$ cat src/rtl/risc_param_pkg.sv
// risc_param_pkg: opcodes, phase encoding and ALU-op classification for the parametrised RISC core
package risc_param_pkg;
  localparam logic [2:0] OP_HLT = 3'd0;
  localparam logic [2:0] OP_SKZ = 3'd1;
  localparam logic [2:0] OP_ADD = 3'd2;
  localparam logic [2:0] OP_AND = 3'd3;
  localparam logic [2:0] OP_XOR = 3'd4;
  localparam logic [2:0] OP_LDA = 3'd5;
  localparam logic [2:0] OP_STO = 3'd6;
  localparam logic [2:0] OP_JMP = 3'd7;
  typedef enum logic [2:0] {
    INST_ADDR, INST_FETCH, INST_LOAD, IDLE, OP_ADDR, OP_FETCH, ALU_OP, STORE
  } phase_t;
  function automatic logic is_aluop(input logic [2:0] op);
    return op inside {OP_ADD, OP_AND, OP_XOR, OP_LDA};
  endfunction
endpackage

$ cat src/rtl/risc_alu_param.sv
// risc_alu_param: combinational accumulator ALU
module risc_alu_param
  import risc_param_pkg::*;
#(
  parameter int DATA_WIDTH = 8
) (
  input  logic [2:0]            opcode,
  input  logic [DATA_WIDTH-1:0] acc,
  input  logic [DATA_WIDTH-1:0] rdata,
  output logic [DATA_WIDTH-1:0] result
);
  always_comb
    result = opcode == OP_ADD ? acc + rdata :
             opcode == OP_AND ? acc & rdata :
             opcode == OP_XOR ? acc ^ rdata :
             opcode == OP_LDA ? rdata : acc;
endmodule

$ cat src/rtl/risc_core_param.sv
// risc_core_param: 8-phase accumulator CPU with HLT breakpoint, single-step and retired-instruction counter
module risc_core_param
  import risc_param_pkg::*;
#(
  parameter int DATA_WIDTH = 8,
  parameter int ADDR_WIDTH = 5,
  parameter int CNT_WIDTH  = 16
) (
  input  logic                  clk,
  input  logic                  rst,
  output logic [ADDR_WIDTH-1:0] mem_addr,
  output logic                  mem_rd,
  output logic                  mem_wr,
  output logic [DATA_WIDTH-1:0] mem_wdata,
  input  logic [DATA_WIDTH-1:0] mem_rdata,
  input  logic                  resume,
  input  logic                  step_mode,
  output logic                  halt,
  output logic                  zero,
  output logic [ADDR_WIDTH-1:0] pc_out,
  output logic [CNT_WIDTH-1:0]  instr_count
);
  localparam logic [ADDR_WIDTH-1:0] PC_ONE  = 1;
  localparam logic [CNT_WIDTH-1:0]  CNT_ONE = 1;
  phase_t phase, phase_nxt;
  logic [ADDR_WIDTH-1:0] pc, pc_nxt, ir_opr;
  logic [2:0] ir_op;
  logic [DATA_WIDTH-1:0] acc, alu_result;
  logic stepped, stepped_nxt, hlt_stop, retire;
  risc_alu_param #(.DATA_WIDTH(DATA_WIDTH)) u_alu (
    .opcode(ir_op),
    .acc(acc),
    .rdata(mem_rdata),
    .result(alu_result)
  );
  assign hlt_stop    = phase == OP_ADDR && ir_op == OP_HLT;
  assign halt        = stepped || hlt_stop;
  assign zero        = acc == '0;
  assign pc_out      = pc;
  assign mem_wdata   = acc;
  assign mem_addr    = phase < OP_ADDR ? pc : ir_opr;
  assign mem_rd      = !stepped && (phase inside {INST_FETCH, INST_LOAD, IDLE} ||
                       (phase inside {OP_FETCH, ALU_OP} && is_aluop(ir_op)));
  assign mem_wr      = phase == STORE && ir_op == OP_STO;
  // A step halt parks in INST_ADDR; an HLT parks in OP_ADDR and retires on resume
  always_comb begin
    phase_nxt   = phase_t'(phase + 3'd1);
    pc_nxt      = pc;
    stepped_nxt = stepped;
    retire      = 1'b0;
    if (stepped) begin
      phase_nxt   = resume ? INST_FETCH : INST_ADDR;
      stepped_nxt = !resume;
    end else if (hlt_stop) begin
      phase_nxt = resume ? OP_FETCH : OP_ADDR;
      pc_nxt    = resume ? pc + PC_ONE : pc;
      retire    = resume;
    end else begin
      pc_nxt      = phase == OP_ADDR ? pc + PC_ONE :
                    phase == ALU_OP && ir_op == OP_SKZ && zero ? pc + PC_ONE :
                    phase inside {ALU_OP, STORE} && ir_op == OP_JMP ? ir_opr : pc;
      retire      = phase == STORE && ir_op != OP_HLT;
      stepped_nxt = phase == STORE && step_mode;
    end
  end
  always_ff @(posedge clk or negedge rst)
    if (!rst) begin
      phase       <= INST_ADDR;
      pc          <= '0;
      ir_op       <= '0;
      ir_opr      <= '0;
      acc         <= '0;
      stepped     <= 1'b0;
      instr_count <= '0;
    end else begin
      phase   <= phase_nxt;
      pc      <= pc_nxt;
      stepped <= stepped_nxt;
      if (phase == INST_LOAD) begin
        ir_op  <= mem_rdata[DATA_WIDTH-1 -: 3];
        ir_opr <= mem_rdata[ADDR_WIDTH-1:0];
      end
      if (phase == STORE && is_aluop(ir_op)) acc <= alu_result;
      if (retire && !(&instr_count)) instr_count <= instr_count + CNT_ONE;
    end
endmodule
$ cat config.mk
export PLATFORM = sky130hd
export DESIGN_NAME = risc_core_param
export DESIGN_NICKNAME = d
export VERILOG_FILES = /design/src/rtl/risc_param_pkg.sv /design/src/rtl/risc_alu_param.sv /design/src/rtl/risc_core_param.sv
export SDC_FILE = /design/constraint.sdc
export NUM_CORES = 1
export LEC_CHECK = 0
export CAP_MARGIN = 40
export CORE_AREA = 4 4 95 97
export CTS_BUF_LIST = sky130_fd_sc_hd__clkbuf_4
export DETAILED_ROUTE_END_ITERATION = 7
export DIE_AREA = 0 0 99 101
export PLACE_DENSITY = 0.53
export SLEW_MARGIN = 20
export SYNTH_ARGS = -nofsm -noshare
export SYNTH_HDL_FRONTEND = slang
export SYNTH_HIERARCHICAL = 1
export SYNTH_SLANG_ARGS = --single-unit
export TNS_END_PERCENT = 30
$ cat constraint.sdc
create_clock -name clk -period 4.1 [get_ports clk]
set_input_delay 0.615 -clock clk [delete_from_list [all_inputs] [get_ports clk]]
set_output_delay 0.615 -clock clk [all_outputs]
set_load 0.05 [all_outputs]
==> results of run 1 <==
==> worst max-delay path, delay by kind of cell, from the launching register on <==
| family | cells | cell delay (ns) |
|---|---|---|
| flip-flops | 1 | 0.61 |
| buffers and inverters | 1 | 0.83 |
| AND/OR/NAND/NOR | 3 | 0.75 |
==> cell usage in the layout (no fill, tap or decap), types with 7 or more instances in the layout <==
master	Yosys	final
nor2_1	21	21
nor2b_1	7	7
ha_1	16	16
mux2_2	22	22
a21oi_1	19	19
nand2b_1	7	7
nand2_1	20	20
o21ai_0	11	11
dfrtp_1	41	41
xnor2_1	11	11
clkdlybuf4s50_1	0	48
nand3_1	14	14
inv_1	11	11
==> report_power, final <==
| group | internal [uW] | switching (uW) | leakage, uW |
|---|---|---|---|
| sequential | 545 | 251 | 0.000513 |
| clock | 70.2 | 155 | 0.0000318 |
| combinational | 756 | 1100 | 0.000900 |
==> layer usage <==
metal,global-route usage [%],up-vias,part of all wire (%)
li1,-,1184,-
met1,19.22,1170,48
met2,24.07,62,46
met3,3.183,4,4.8
met4,3.046,0,0.65
met5,0,-,0
==> cell families after synthesis <==
| kind of cell | after synthesis | share of synthesized area, % |
|---|---|---|
| AO/OA/AOI/OAI | 71 | 17.28 |
| multiplexers | 28 | 10.96 |
| flip-flops | 41 | 36.53 |
| buffers and inverters | 20 | 3.652 |
| AND/OR/NAND/NOR | 98 | 18.44 |
| XOR/XNOR | 17 | 5.301 |
| adder cells (fa/ha/maj) | 17 | 7.840 |
==> per-stage QoR <==
step	area, sq um	std cells	hold WS [ns]	util (%)
global route	3462	448	0.1375	42.56
finish	3462	448	0.1421	42.56
CTS	3455	447	0.1458	42.47
floorplan	2809	292	0.3194	-
detailed placement	3392	439	0.4872	41.70
global placement	3372	438	0.4955	41.46
==> flip-flops by register name, summed over array words and instances, names as in the netlist <==
register,count
mem_wdata,8
phase,3
instr_count,16
ir_opr,5
pc_out,5
stepped,1
ir_op,3
==> final cells by class <==
cell class | instances | area (sq um)
fillers | 802 | 4672
clock buffers | 5 | 37.54
inverters | 11 | 41.29
clock inverters | 3 | 25.02
multi-input cells | 231 | 1680
flip-flops and latches | 41 | 1026
repair buffers | 52 | 520.5
well taps | 105 | 131.4
==> worst max-delay path by stage <==
stage / end / slack (ns)
after floorplan: zero / 1.63
after global placement: mem_wdata[6]$_DFFE_PN0P_ / 1.20
after detailed placement: mem_wdata[6]$_DFFE_PN0P_ / 1.17
after CTS: halt / 0.89
after global routing: halt / 0.74
final: halt / 0.93
==> results_dict.tcl, run 1 <==
set metrics [dict create \
    run_status "complete, no violations" \
    cts_setup_buffers 0 \
    place_ws_ns 1.167 \
    drv_slew 0 \
    setup_slack_ns 0.9341 \
    diodes 0 \
    cp-start-kind "flip-flop" \
    cp_max_fo 15 \
    endpoint_kind "output port" \
    crit_start "ir_op[2]$_DFFE_PN0N_" \
    ios 50 \
    cpMaxStageDelayCell "clkdlybuf4s50_1" \
    tns_ns 0 \
    core_region_area_sq_um 8134 \
    via_count 2420 \
    postRouteAntennaNets 0 \
    rows 33 \
    synth_top_area_share_pct 36.53 \
    post_drt_via_cell_ratio 5.402 \
    power.leakage_uw 0.001446 \
    fin_worst_skew_ns 0.009037 \
    die_w_um 99 \
    setup_viol 0 \
    clock_sinks 41 \
    yosysSeqAreaShare_pct 36.53 \
    start_util_pct 34.53 \
    timing.max_cap.violations 0 \
    ys_top_cells_by_area "dfrtp_1, mux2_2, ha_1" \
    fin_crit_ns 3.166 \
    p_total_uw 2874 \
    hold_viol_final 0 \
    grt_overflow 0 \
    clk_pin_slew_ns 0.14 \
    grt_pass1_vias 2339 \
    min_period_over_period_pct 77.22 \
    dpl.hpwl_mm 5.272 \
    syn-num-nets 321 \
    nets 371 \
    grt_max_degree 28 \
    cts_buffers 5 \
    routabilityCongestion 0.8238 \
    drt_wl_total_mm 7.119 \
    synth_edf_count 0 \
    timing.fmax_mhz 315.9 \
    clk_root_buffer_cell "clkbuf_4" \
    async_reset_ff_share_pct 100.0 \
    antenna_found_initial 0 \
    worst_slew_pin_slew_ns 0.5845 \
    wl_per_cell_um 15.89 \
    max_stage_delay_ns 0.83 \
    cts-hold-fix-buffers 0 \
    synth_common_cells "dfrtp_1, mux2_2, nor2_1" \
    ys_warn_count 6 \
    crit_type "reg2out" \
    clock_latency_ns 0.36 \
    fp.dieArea_sq_um 9999 \
    syn_inst 292 \
    ys.flop_type "dfrtp_1" \
    r2r_cells 9 \
    r2r-end "mem_wdata[6]$_DFFE_PN0P_" \
    p_per_area_nw_per_um2 830.3 \
    clockBufferDepth 2 \
    avgSynthCellArea_sq_um 9.620 \
    min_path_type "in2async" \
    synth_most_common_cell "dfrtp_1" \
    ys_types 52 \
    numPortBuffers 49 \
    cp.required_ns 3.48 \
    syn_area_sq_um 2809 \
    track_usage_pct 14.43 \
    cts_tree "built" \
    critical_path.cell_chain "nor3_2 > nand3_1 > nand2b_1 > clkdlybuf4s50_1" \
    die_y_um 101 \
    drive_above_1_share_pct 13.41 \
    drc 0 \
    syn2layout_area_growth_pct 23.25 \
    ctsHtreeMaxLevel 2 \
    r2r_slack_ns 1.78 \
    rsz0062_at_grt "false" \
    r2r-start "mem_wdata[0]$_DFFE_PN0P_" \
    cts-resized-gates 0 \
    ys_ff_latch 41 \
    worstPathArrival_ns 2.55 \
    maxSlewHeadroom_pct 60.52 \
    synth_area_leader_cell "dfrtp_1" \
    peakVddDrop_mv 0.3426 \
    drt-initial-drc-count 112 \
    grt_pass1_wl_mm 11.75 \
    dr.pass1.iters 6 \
]
(Power assumes the default switching activity.)
==> inputs of run 2 (changes only) <==
Settings changed: PLACE_DENSITY 0.53 to 0.55.
Clock period 4.1 ns to 2.68 ns, I/O delays scaled along.
==> results_dict.tcl, run 2 (synthesis results as in run 1) <==
set metrics [dict create \
    run_status "complete, no violations" \
    ctsHtreeMaxLevel 2 \
    grt_pass1_vias 2325 \
    grt_overflow 0 \
    ios 50 \
    syn2layout_area_growth_pct 25.26 \
    die_w_um 99 \
    grt_pass1_wl_mm 11.90 \
    rsz0062_at_grt "false" \
    min_path_type "in2async" \
    drv_slew 0 \
    wl_per_cell_um 15.46 \
    fin_area_sq_um 3518 \
    min_period_over_period_pct 89.35 \
    fp.dieArea_sq_um 9999 \
    drt_wl_total_mm 7.021 \
    grt_max_degree 28 \
    postRouteAntennaNets 0 \
    endpoint_kind "output port" \
    worst_slew_pin_slew_ns 0.5139 \
    fin_worst_skew_ns 0.01187 \
    rows 33 \
    drt-initial-drc-count 86 \
    via_count 2373 \
    track_usage_pct 14.49 \
    dpl_cell_area_sq_um 3442 \
    diodes 0 \
    peakVddDrop_mv 0.4727 \
    top_register "instr_count" \
    cts_tree "built" \
    dpl.hpwl_mm 5.153 \
    cp-start-kind "flip-flop" \
    clk_root_buffer_cell "clkbuf_4" \
    crit_type "reg2out" \
    timing.fmax_mhz 417.6 \
    core_region_area_sq_um 8134 \
    final_common_cell "clkdlybuf4s50_1" \
    fin_crit_ns 2.394 \
    timing.max_cap.violations 0 \
    die_y_um 101 \
    maxSlewHeadroom_pct 65.74 \
    p_per_area_nw_per_um2 1258 \
    largest_reg_flops 16 \
    clockBufferDepth 2 \
    final_cell_mix "clkdlybuf4s50_1, dfrtp_1, mux2_2, nor2_1, nand2_1" \
    dr.pass1.iters 4 \
    r2r-start "mem_wdata[5]$_DFFE_PN0P_" \
    power.leakage_uw 0.001493 \
    drc 0 \
    filler_cell_count 813 \
    r2r_cells 5 \
    r2r_slack_ns 0.39 \
    nets 377 \
    tns_ns 0 \
    drive_above_1_share_pct 15.76 \
    clock_latency_ns 0.35 \
    setup_viol 0 \
    clock_sinks 41 \
    finalHoldWorstSlack_ns 0.4846 \
    p_total_uw 4424 \
    cts_buffers 5 \
    worstPathArrival_ns 1.99 \
    r2r-end "pc_out[2]$_DFFE_PN0P_" \
    hold_viol_final 0 \
    cp.required_ns 2.28 \
    start_util_pct 34.53 \
    cp_max_fo 16 \
    crit_start "phase[2]$_DFF_PN0_" \
    crit_path_end "mem_addr[2]" \
    clk_pin_slew_ns 0.15 \
    numPortBuffers 49 \
    post_drt_via_cell_ratio 5.227 \
    antenna_found_initial 0 \
    routabilityCongestion 0.9234 \
]
==> run 2: cell types whose count changed in the layout (fill, tap and decap cells not counted) <==
cell / before / now
buf_4: 2 / 9
dlymetal6s2s_1: 0 / 1
dfrtp_2: 0 / 1
dlygate4sd3_1: 0 / 1
buf_12: 1 / 2
clkdlybuf4s50_1: 48 / 44
dfrtp_1: 41 / 40
==> run 2: what timing repair did <==
item,4_1_cts,5_1_grt
buffers inserted,0,0
hold endpoints to repair,14,0
endpoints found under the setup margin,0,1
resized for setup,0,2
hold buffers,1,0
==> run 2: layout make-up <==
type	count	area [sq um]	area share [%]
multi-input combinational	231	1680	47.76
clock inverter	3	25.02	0.7112
clock buffer	5	37.54	1.067
sequential	41	1027	29.20
inverter	11	41.29	1.174
tap	105	131.4	3.734
timing repair buffer	58	575.6	16.36
==> run 2: worst min-delay path by stage <==
stage                                           from                         end  slack, ns  depth (start not counted)
after floorplan                                  rst  instr_count[0]$_DFFE_PN0P_       0.11                          0
after global placement    instr_count[6]$_DFFE_PN0P_  instr_count[6]$_DFFE_PN0P_       0.49                          1
after detailed placement                         rst    mem_wdata[2]$_DFFE_PN0P_       0.36                          1
after CTS                                        rst    mem_wdata[2]$_DFFE_PN0P_       0.48                          2
after global routing                             rst           stepped$_DFF_PN0_       0.49                          2
final                                            rst           stepped$_DFF_PN0_       0.48                          2
==> run 2: routing by layer <==
layer | vias up | part of all wire, % | track usage [%] | wire length (um)
li1 | 1188 | - | - | -
met1 | 1135 | 49 | 20.00 | 3449
met2 | 48 | 46 | 23.50 | 3233
met3 | 2 | 4.4 | 2.976 | 311
met4 | 0 | 0.37 | 3.046 | 26
met5 | - | 0 | 0 | 0
==> run 2: per-stage QoR <==
step	util, %	instances	worst slack (ns)
after floorplan	-	292	0.2876
after global placement	42.07	444	0.02136
after detailed placement	42.32	445	-0.01582
after CTS	43.21	454	0.0006428
after global routing	43.25	454	0.2016
final	43.25	454	0.2855
==> run 2: report_power, final <==
| group | switching [uW] | internal, uW | total, uW |
|---|---|---|---|
| combinational | 1730 | 1210 | 2930 |
| sequential | 317 | 837 | 1150 |
| clock | 231 | 107 | 338 |
==> run 2: critical path, stage by stage, from the launching register on <==
cell	delay [ns]
dfrtp_2	0.57
mux2_2	0.38
clkdlybuf4s50_1	0.70
